==> src/rtl/mtrisc_mem_arb_pkg.sv <==
// Shared types for the mtrisc RAM arbiter: read-owner tags, arbiter states, legal parameter ranges.
// Latency: none (types only); backpressure: none.
package mtrisc_pkg;

    typedef enum logic [1:0] {
        TAG_NONE = 2'd0,
        TAG_IF   = 2'd1,
        TAG_D    = 2'd2
    } tag_e;

    typedef enum logic {
        ARB_DPRI   = 1'b0,
        ARB_FFORCE = 1'b1
    } arb_state_e;

    localparam int RD_LAT_MIN     = 1;
    localparam int RD_LAT_MAX     = 4;
    localparam int STARVE_MAX_MIN = 1;
    localparam int STARVE_MAX_MAX = 15;
    localparam int STARVE_W       = 4;

    function automatic bit params_legal(input int rd_lat, input int starve_max);
        return (rd_lat >= RD_LAT_MIN) && (rd_lat <= RD_LAT_MAX) &&
               (starve_max >= STARVE_MAX_MIN) && (starve_max <= STARVE_MAX_MAX);
    endfunction

endpackage

==> src/rtl/mtrisc_mem_arb_if.sv <==
// Requester and RAM-port signals of the arbiter; slave = arbiter side, master = requesters/RAM side.
// Latency: n/a; backpressure: requesters hold req/addr/wdata until gnt.
interface mtrisc_mem_arb_if;
    logic        if_req;
    logic [31:0] if_addr;
    logic        if_flush;
    logic        if_gnt;
    logic        if_rvalid;
    logic [31:0] if_rdata;
    logic        d_req;
    logic        d_we;
    logic [31:0] d_addr;
    logic [31:0] d_wdata;
    logic        d_gnt;
    logic        d_rvalid;
    logic [31:0] d_rdata;
    logic [31:0] ram_addr;
    logic [31:0] ram_in;
    logic        ram_wr;
    logic [31:0] ram_out;

    modport slave (
        input  if_req, if_addr, if_flush, d_req, d_we, d_addr, d_wdata, ram_out,
        output if_gnt, if_rvalid, if_rdata, d_gnt, d_rvalid, d_rdata, ram_addr, ram_in, ram_wr
    );

    modport master (
        output if_req, if_addr, if_flush, d_req, d_we, d_addr, d_wdata, ram_out,
        input  if_gnt, if_rvalid, if_rdata, d_gnt, d_rvalid, d_rdata, ram_addr, ram_in, ram_wr
    );
endinterface

==> src/rtl/mtrisc_mem_arb_rtag_pipe.sv <==
// Read-owner tag shift register, DEPTH stages; flush turns every IF tag into NONE at the edge.
// Latency: DEPTH cycles from in_tag to head_tag; backpressure: none, shifts every cycle.
module mtrisc_rtag_pipe
    import mtrisc_pkg::*;
#(
    parameter int DEPTH = 1
) (
    input  logic clk,
    input  logic rnt_p,
    input  logic flush,
    input  tag_e in_tag,
    output tag_e head_tag
);

    tag_e stage_q [DEPTH];
    tag_e stage_d [DEPTH];

    always_comb begin
        stage_d[0] = (flush && in_tag == TAG_IF) ? TAG_NONE : in_tag;
        for (int i = 1; i < DEPTH; i++) begin
            stage_d[i] = (flush && stage_q[i-1] == TAG_IF) ? TAG_NONE : stage_q[i-1];
        end
    end

    always_ff @(posedge clk or posedge rnt_p) begin
        if (rnt_p) begin
            for (int i = 0; i < DEPTH; i++) begin
                stage_q[i] <= TAG_NONE;
            end
        end else begin
            stage_q <= stage_d;
        end
    end

    assign head_tag = stage_q[DEPTH-1];

endmodule

==> src/rtl/mtrisc_mem_arb.sv <==
// Single-port RAM arbiter: data requests win, fetch is forced after STARVE_MAX denied cycles.
// Latency: grant same cycle, RAM command next cycle, read data RD_LAT after that; backpressure: req held until gnt.
module mtrisc_mem_arb
    import mtrisc_pkg::*;
#(
    parameter int RD_LAT     = 1,
    parameter int STARVE_MAX = 4
) (
    input  logic            clk,
    input  logic            rnt_p,
    mtrisc_mem_arb_if.slave bus
);

    arb_state_e          state_q, state_d;
    logic [STARVE_W-1:0] starve_q, starve_d;
    logic [31:0]         ram_addr_q, ram_addr_d;
    logic [31:0]         ram_in_q, ram_in_d;
    logic                ram_wr_q, ram_wr_d;
    tag_e                cmd_tag_q, cmd_tag_d, head_tag;
    logic [31:0]         if_rdata_q, if_rdata_d;
    logic [31:0]         d_rdata_q, d_rdata_d;
    logic                if_gnt, d_gnt, if_acc, d_acc;
    logic                if_rvalid, d_rvalid;

    if (!params_legal(RD_LAT, STARVE_MAX)) begin : g_bad_params
        $error("mtrisc_mem_arb: RD_LAT or STARVE_MAX outside legal range");
    end

    // Grants are purely combinational; reset masks them so nothing is accepted while held.
    always_comb begin
        if_gnt   = 1'b0;
        d_gnt    = 1'b0;
        starve_d = starve_q;
        state_d  = ARB_DPRI;
        if (!rnt_p) begin
            if (state_q == ARB_FFORCE) if_gnt = 1'b1;
            else if (bus.d_req)        d_gnt  = 1'b1;
            else if (bus.if_req)       if_gnt = 1'b1;
        end
        if_acc = bus.if_req & if_gnt;
        d_acc  = bus.d_req & d_gnt;
        if (if_gnt || !bus.if_req) starve_d = '0;
        else                       starve_d = starve_q + STARVE_W'(1);
        if (state_q == ARB_DPRI && starve_d == STARVE_W'(STARVE_MAX)) state_d = ARB_FFORCE;
    end

    // The tag rides with the RAM command so it enters the tag pipe aligned with the RAM access.
    always_comb begin
        ram_addr_d = ram_addr_q;
        ram_in_d   = ram_in_q;
        ram_wr_d   = 1'b0;
        cmd_tag_d  = TAG_NONE;
        if (d_acc) begin
            ram_addr_d = bus.d_addr;
            ram_wr_d   = bus.d_we;
            if (bus.d_we) ram_in_d  = bus.d_wdata;
            else          cmd_tag_d = TAG_D;
        end else if (if_acc) begin
            ram_addr_d = bus.if_addr;
            if (!bus.if_flush) cmd_tag_d = TAG_IF;
        end
    end

    always_comb begin
        if_rvalid  = (head_tag == TAG_IF);
        d_rvalid   = (head_tag == TAG_D);
        if_rdata_d = if_rvalid ? bus.ram_out : if_rdata_q;
        d_rdata_d  = d_rvalid  ? bus.ram_out : d_rdata_q;
    end

    always_ff @(posedge clk or posedge rnt_p) begin
        if (rnt_p) begin
            state_q    <= ARB_DPRI;
            starve_q   <= '0;
            ram_addr_q <= '0;
            ram_in_q   <= '0;
            ram_wr_q   <= 1'b0;
            cmd_tag_q  <= TAG_NONE;
            if_rdata_q <= '0;
            d_rdata_q  <= '0;
        end else begin
            state_q    <= state_d;
            starve_q   <= starve_d;
            ram_addr_q <= ram_addr_d;
            ram_in_q   <= ram_in_d;
            ram_wr_q   <= ram_wr_d;
            cmd_tag_q  <= cmd_tag_d;
            if_rdata_q <= if_rdata_d;
            d_rdata_q  <= d_rdata_d;
        end
    end

    mtrisc_rtag_pipe #(
        .DEPTH (RD_LAT)
    ) u_rtag_pipe (
        .clk      (clk),
        .rnt_p    (rnt_p),
        .flush    (bus.if_flush),
        .in_tag   (cmd_tag_q),
        .head_tag (head_tag)
    );

    assign bus.if_gnt    = if_gnt;
    assign bus.d_gnt     = d_gnt;
    assign bus.if_rvalid = if_rvalid;
    assign bus.d_rvalid  = d_rvalid;
    assign bus.if_rdata  = if_rdata_d;
    assign bus.d_rdata   = d_rdata_d;
    assign bus.ram_addr  = ram_addr_q;
    assign bus.ram_in    = ram_in_q;
    assign bus.ram_wr    = ram_wr_q;

endmodule

==> src/flat_wrapper.sv <==
// flat-port wrapper written by rule: the top's interface ports become plain ports
module mtrisc_mem_arb_flat import mtrisc_pkg::*;
#(
    parameter int RD_LAT     = 1,
    parameter int STARVE_MAX = 4
)
  (clk, rnt_p, bus_if_req, bus_if_addr, bus_if_flush, bus_d_req, bus_d_we, bus_d_addr, bus_d_wdata, bus_ram_out, bus_if_gnt, bus_if_rvalid, bus_if_rdata, bus_d_gnt, bus_d_rvalid, bus_d_rdata, bus_ram_addr, bus_ram_in, bus_ram_wr);
  mtrisc_mem_arb_if bus_i ();
  input  logic clk;
  input  logic rnt_p;
  input wire logic [$bits(bus_i.if_req)-1:0] bus_if_req;
  input wire logic [$bits(bus_i.if_addr)-1:0] bus_if_addr;
  input wire logic [$bits(bus_i.if_flush)-1:0] bus_if_flush;
  input wire logic [$bits(bus_i.d_req)-1:0] bus_d_req;
  input wire logic [$bits(bus_i.d_we)-1:0] bus_d_we;
  input wire logic [$bits(bus_i.d_addr)-1:0] bus_d_addr;
  input wire logic [$bits(bus_i.d_wdata)-1:0] bus_d_wdata;
  input wire logic [$bits(bus_i.ram_out)-1:0] bus_ram_out;
  output wire logic [$bits(bus_i.if_gnt)-1:0] bus_if_gnt;
  output wire logic [$bits(bus_i.if_rvalid)-1:0] bus_if_rvalid;
  output wire logic [$bits(bus_i.if_rdata)-1:0] bus_if_rdata;
  output wire logic [$bits(bus_i.d_gnt)-1:0] bus_d_gnt;
  output wire logic [$bits(bus_i.d_rvalid)-1:0] bus_d_rvalid;
  output wire logic [$bits(bus_i.d_rdata)-1:0] bus_d_rdata;
  output wire logic [$bits(bus_i.ram_addr)-1:0] bus_ram_addr;
  output wire logic [$bits(bus_i.ram_in)-1:0] bus_ram_in;
  output wire logic [$bits(bus_i.ram_wr)-1:0] bus_ram_wr;
  assign bus_i.if_req = bus_if_req;
  assign bus_i.if_addr = bus_if_addr;
  assign bus_i.if_flush = bus_if_flush;
  assign bus_i.d_req = bus_d_req;
  assign bus_i.d_we = bus_d_we;
  assign bus_i.d_addr = bus_d_addr;
  assign bus_i.d_wdata = bus_d_wdata;
  assign bus_i.ram_out = bus_ram_out;
  assign bus_if_gnt = bus_i.if_gnt;
  assign bus_if_rvalid = bus_i.if_rvalid;
  assign bus_if_rdata = bus_i.if_rdata;
  assign bus_d_gnt = bus_i.d_gnt;
  assign bus_d_rvalid = bus_i.d_rvalid;
  assign bus_d_rdata = bus_i.d_rdata;
  assign bus_ram_addr = bus_i.ram_addr;
  assign bus_ram_in = bus_i.ram_in;
  assign bus_ram_wr = bus_i.ram_wr;
  mtrisc_mem_arb #(.RD_LAT(RD_LAT), .STARVE_MAX(STARVE_MAX)) u_core (.clk(clk), .rnt_p(rnt_p), .bus(bus_i));
endmodule
==> config.mk <==
export PLATFORM = sky130hd
export DESIGN_NAME = mtrisc_mem_arb_flat
export DESIGN_NICKNAME = d
export VERILOG_FILES = /design/src/rtl/mtrisc_mem_arb_pkg.sv /design/src/rtl/mtrisc_mem_arb_if.sv /design/src/rtl/mtrisc_mem_arb_rtag_pipe.sv /design/src/rtl/mtrisc_mem_arb.sv /design/src/flat_wrapper.sv
export SDC_FILE = /design/constraint.sdc
export NUM_CORES = 1
export LEC_CHECK = 0
export ABC_AREA = 1
export CORE_MARGIN = 2
export CORE_UTILIZATION = 37
export CTS_CLUSTER_DIAMETER = 30
export CTS_CLUSTER_SIZE = 30
export DETAILED_ROUTE_END_ITERATION = 8
export PLACE_DENSITY = 0.76
export SLEW_MARGIN = 20
export SYNTH_ARGS = -nofsm -noshare
export SYNTH_HDL_FRONTEND = slang
export SYNTH_SLANG_ARGS = --single-unit
==> constraint.sdc <==
create_clock -name clk -period 2.41 [get_ports clk]
set_input_delay 0.241 -clock clk [delete_from_list [all_inputs] [get_ports clk]]
set_output_delay 0.241 -clock clk [all_outputs]
set_load 0.01 [all_outputs]
==> results.yml <==
drt:
  drt-total-wl_um: 15900
  detailroute.via_count: 5068
  vias_per_cell: 4.49
  drcViolationCount: 0
  final_antenna_net_count: 0
  drt_pass1_iterations: 4
  wl_per_cell_um: 14.1
  drt-initial-drc-count: 245
flow_run:
  maxCapViolations: 0
logic_synthesis:
  syn_area_um2: 5660
  number_of_warning_messages_in_the_yosys_log: 0
  netlist-cell-type-count: 20
  synth_nets: 800
  synth-seq-cells: 138
  synth_seq_area_share: 0.610
  synthCells: 665
  synth.avg_cell_area_um2: 8.52
global_route:
  grt_pass1_vias: 4653
  globalRoute.totalOverflow: 0
  pin_count_of_the_biggest_net_entering_global_routing: 139
  antenna_found_initial: 0
  grtUsageMet2: 0.311
  met3_demand_to_capacity_share_in_global_routing: 0.0668
  met1_usage: 0.251
  grt_pass1_wl_um: 24600
  top_usage_layer: "met2"
  track_usage: 0.195
timing:
  timing.slew.headroom: 0.467
  setup_tns_ns: 0
  setup_viol: 0
  max_clock_freq_mhz: 434
  finClkSkew_ns: 0.00531
  worst_pin_slew_ns: 0.799
  finalCritPeriodShare: 0.956
  finalCriticalPeriod_ns: 2.30
  unrepaired_setup_endpoints_after_global_routing: "true"
  final-hold-violation-count: 0
  final-max-slew-violation-count: 0
layout:
  most-common-layout-cells: "326 x sky130_fd_sc_hd__nand2_1, 253 x sky130_fd_sc_hd__clkdlybuf4s50_1, 138 x sky130_fd_sc_hd__dfrtp_1, 45 x sky130_fd_sc_hd__o21ai_0, 42 x sky130_fd_sc_hd__inv_1"
  fin_util: 0.606
  insertedDiodeCount: 0
  drive_gt1_frac: 0.0606
  final_net_count: 1062
  synthToLayoutAreaGrowth_pct: 61.4
  layout.cells.most_common: "sky130_fd_sc_hd__nand2_1"
critical_path:
  cp.arrival_ns: 2.06
  worstReg2RegStart: "u_core.state_q"
  endpoint_kind: "output pin"
  worst_setup_path_startpoint: "u_core.u_rtag_pipe.head_tag[1]"
  crit_type: "flip-flop to output pin"
  start_kind: "flip-flop"
  required_ns: 2.17
  critical_path.max_fanout: 51
pwr:
  powerDensity_nw_per_um2: 842
  cellLeakagePower_nw: 4.55
  post_route_total_power_mw: 7.70
  power.ir.vdd_worst_v: 0.000477
min_path:
  worst_hold_startpoint: "bus_d_wdata[4]"
  hold_path.class: "input port to flip-flop"
clocking:
  clock_path_buffers: 2
  clk-insertion-delay-late_ns: 0.41
  postCtsHoldBufs: 0
  tritoncts: "done"
  clock_tree.root_cell: "sky130_fd_sc_hd__clkbuf_16"
  cts_htree_levels: 4
  cts.reportedPaths.clkPinSlew_ns: 0.06
  cts-buffers-inserted: 17
  clkSinkCount: 138
floorplan:
  top_level_ports: 267
  chipWidth_um: 128
  floorplan.initialDensity: 0.375
  die_area_um2: 16300
  die-height_um: 128
  core_um2: 15100
  standard_cell_row_count: 45
place:
  globalplace.congestion: 0.775
  detailed_place_hpwl_um: 11500
  buffer_ports.inserted: 266
status:
  run_status: "finished clean"
[path summary, 6_finish.rpt]
| path | end | slack (ns) | depth (start not counted) |
|---|---|---|---|
| worst max-delay path | bus_if_rdata[18] | 0.11 | 5 |
| worst min-delay path | u_core.bus.ram_in[4] | 0.36 | 3 |
| worst max register to register | u_core.bus.ram_addr[29] | 0.74 | 9 |
| worst min register to register | u_core.u_rtag_pipe.head_tag[1] | 0.38 | 0 |
| max in group asynchronous | u_core.if_rdata_q[25] | 1.32 | 3 |
| min in group asynchronous | u_core.state_q | 0.43 | 3 |
[metrics by stage]
step | worst slack, ns | area [um^2] | hold WS (ns) | cells
floorplan | 0.325 | 5670 | 0.307 | 665
global placement | 0.362 | 8500 | 0.360 | 1093
detailed placement | 0.312 | 8500 | 0.365 | 1093
CTS | -0.0337 | 9110 | 0.339 | 1125
global route | -0.0269 | 9140 | 0.351 | 1128
finish | 0.106 | 9140 | 0.357 | 1128
[critical path, cell delays in order (launching register included)]
cell                              delay, ns
sky130_fd_sc_hd__dfrtp_1               0.38
sky130_fd_sc_hd__nor2_1                0.18
sky130_fd_sc_hd__inv_2                 0.09
sky130_fd_sc_hd__buf_12                0.18
sky130_fd_sc_hd__o21ai_0               0.23
sky130_fd_sc_hd__clkdlybuf4s50_1       0.58
[per-layer routing]
layer	vias to the layer above	share of wire
met5	-	0
met4	0	0.015
met3	18	0.080
met2	204	0.46
met1	2273	0.44
li1	2573	-
[repair_timing]
item / CTS / global route
endpoints found under the setup margin: 26 / 14
buffers inserted: 0 / 3
pin swaps: 0 / 0
resized for setup: 21 / 11
[where the power goes]
group          switching, mW  total (mW)  internal (mW)  leakage [nW]
Combinational          0.927        2.05           1.12          2.56
Clock                  0.979        2.72           1.74         0.298
Sequential             0.175        2.94           2.76          1.69
[state kept, by name, indices dropped and copies added (netlist names)]
name and flops:
u_core.bus.ram_wr 1, u_core.if_rdata_q 32, u_core.bus.ram_in 32, u_core.bus.ram_addr 32, u_core.state_q 1, u_core.u_rtag_pipe.head_tag 2
u_core.cmd_tag_q 2, u_core.starve_q 4, u_core.d_rdata_q 32
[cells by family (layout without fill, tap and decap cells)]
| logic type | Yosys count | count (layout) | synth area share |
|---|---|---|---|
| AND/OR/NAND/NOR | 376 | 376 | 0.263 |
| flip-flops | 138 | 138 | 0.610 |
| buffers and inverters | 83 | 358 | 0.0645 |
| AO/OA/AOI/OAI | 67 | 67 | 0.0601 |
| adder cells (fa/ha/maj) | 1 | 1 | 0.00221 |
[cell usage after synthesis]
library cell / instances / area share
sky130_fd_sc_hd__dfrtp_1: 138 / 0.61
sky130_fd_sc_hd__nand4_1: 3 / 0.0033
sky130_fd_sc_hd__a21oi_1: 1 / 0.00088
sky130_fd_sc_hd__nor2_1: 6 / 0.0040
sky130_fd_sc_hd__o211ai_1: 1 / 0.0013
sky130_fd_sc_hd__ha_1: 1 / 0.0022
sky130_fd_sc_hd__clkbuf_1: 18 / 0.012
sky130_fd_sc_hd__a21boi_0: 1 / 0.0013
sky130_fd_sc_hd__o21ai_0: 64 / 0.057
sky130_fd_sc_hd__nor2_4: 1 / 0.0020
sky130_fd_sc_hd__nand3_1: 33 / 0.029
sky130_fd_sc_hd__nand2_2: 3 / 0.0033
sky130_fd_sc_hd__nand2_4: 1 / 0.0020
sky130_fd_sc_hd__nand2_1: 327 / 0.22
sky130_fd_sc_hd__buf_6: 5 / 0.0099
sky130_fd_sc_hd__inv_1: 42 / 0.028
sky130_fd_sc_hd__nand3_2: 1 / 0.0018
sky130_fd_sc_hd__or2_2: 1 / 0.0011
sky130_fd_sc_hd__buf_2: 13 / 0.011
sky130_fd_sc_hd__inv_2: 5 / 0.0033
[layout make-up]
class | instances | area [um^2]
repair buffers | 279 | 2800
multi-input cells | 444 | 1850
clock inverters | 10 | 140
inverters | 47 | 181
clock buffers | 22 | 484
well taps | 188 | 235
fillers | 1334 | 5950
flip-flops and latches | 138 | 3450
Note: power is estimated with default switching activity, not from simulation.
==> patch: new RTL, same settings <==
`RD_LAT` is set to 1 in 2 places; all go to 2.
--- a/src/rtl/mtrisc_mem_arb.sv
+++ b/src/rtl/mtrisc_mem_arb.sv
@@ -3,7 +3,7 @@
 module mtrisc_mem_arb
     import mtrisc_pkg::*;
 #(
-    parameter int RD_LAT     = 1,
+    parameter int RD_LAT     = 2,
     parameter int STARVE_MAX = 4
 ) (
     input  logic            clk,
--- a/src/flat_wrapper.sv
+++ b/src/flat_wrapper.sv
@@ -1,7 +1,7 @@
 // flat-port wrapper written by rule: the top's interface ports become plain ports
 module mtrisc_mem_arb_flat import mtrisc_pkg::*;
 #(
-    parameter int RD_LAT     = 1,
+    parameter int RD_LAT     = 2,
     parameter int STARVE_MAX = 4
 )
   (clk, rnt_p, bus_if_req, bus_if_addr, bus_if_flush, bus_d_req, bus_d_we, bus_d_addr, bus_d_wdata, bus_ram_out, bus_if_gnt, bus_if_rvalid, bus_if_rdata, bus_d_gnt, bus_d_rvalid, bus_d_rdata, bus_ram_addr, bus_ram_in, bus_ram_wr);
Formal check against the unedited RTL: not equivalent (a bounded check fails within 4 cycles, from zero or initial values).
==> patch against the original RTL <==
Final area is 1.7% higher; worst setup slack got worse by 8.6 ps; routed wire length is 2.6% higher; sequential cell count increased by 2; critical endpoint is now bus_if_rdata[21]; total power increased by 1.5%; core utilization up 0.81 points; register-to-register slack worse by 70 ps; clock skew is essentially flat; largest power group unchanged; area after synthesis increased by 1.1%.
==> patch: results (changes against the original RTL) <==
metric	value	unit	change
Fill cells	1282		was 1,334
Lkg Pwr	4.65	nW	was 4.55 nW
reg2reg setup slack	670	ps	was 740 ps
worst slew pin tran	767	ps	was 799 ps
multi-input combinational gate total	445		was 444
Commonest cells post-synth	nand2_1, dfrtp_1, o21ai_0		unchanged
DRT met1 WL	6820	um	was 7040 um
Worst R2R Path Depth	8		was 9
routed wl met3	1490	um	was 1270 um
Tot GR Track Use	0.199		was 0.195
drt initial violations	310		was 245
final core occ	0.614		was 0.606
VDD IR max	0.502	mV	was 0.477 mV
met2 Use GR	0.322		was 0.311
vias in the first global route	5042		was 4,653
met1 GRT Util	0.248		was 0.251
Post-CTS Resized	6		was 21
Synth Area per Inst	8.55	um2	was 8.52 um2
Layout Nets	1066		was 1,062
fraction of area in multi-input gates	0.200		was 0.202
Via density	4.62		was 4.49
clock buffers	18		was 22
Setup WS pre-CTS	337	ps	was 312 ps
dpl hpwl	11500	um	about the same
sequential area share after synthesis	0.612		was 0.610
largest net degree at the start of global routing	141		was 139
met2 wire length	7760	um	was 7350 um
met3 Use GR	0.0740		was 0.0668
total core area	15100	um2	about the same
layout cells sized above 1	0.0625		was 0.0606
crit path max fanout	27		was 51
Layout Skew	5.72	ps	was 5.31 ps
outcome	complete, no violations		unchanged
first-pass GRT wire length	25600	um	was 24,600 um
RR Endpoint	u_core.bus.ram_in[25]		was u_core.bus.ram_addr[29]
[patch: how the worst max path moves through the flow]
stage / to / cells past startpoint / start / slack, ps
after global placement: bus_d_gnt / 3 / rnt_p / 360
final: bus_if_rdata[21] / 5 / u_core.u_rtag_pipe.head_tag[1] / 100
after CTS: bus_if_rdata[6] / 5 / u_core.u_rtag_pipe.head_tag[1] / -30
after global routing: bus_if_rdata[9] / 5 / u_core.u_rtag_pipe.head_tag[1] / 4
after detailed placement: u_core.bus.ram_in[16] / 7 / rnt_p / 340
after floorplan: u_core.bus.ram_addr[10] / 7 / rnt_p / 310
[patch: logic make-up (layout without fill, tap and decap cells)]
family | count (synthesis) | count (layout) | synth area share
and+or+nand+nor | 376 | 376 | 0.260
buffers and inverters | 85 | 359 | 0.0651
AOI/OAI and AO/OA | 68 | 68 | 0.0607
adders and majority gates | 1 | 1 | 0.00218
DFF | 140 | 140 | 0.612
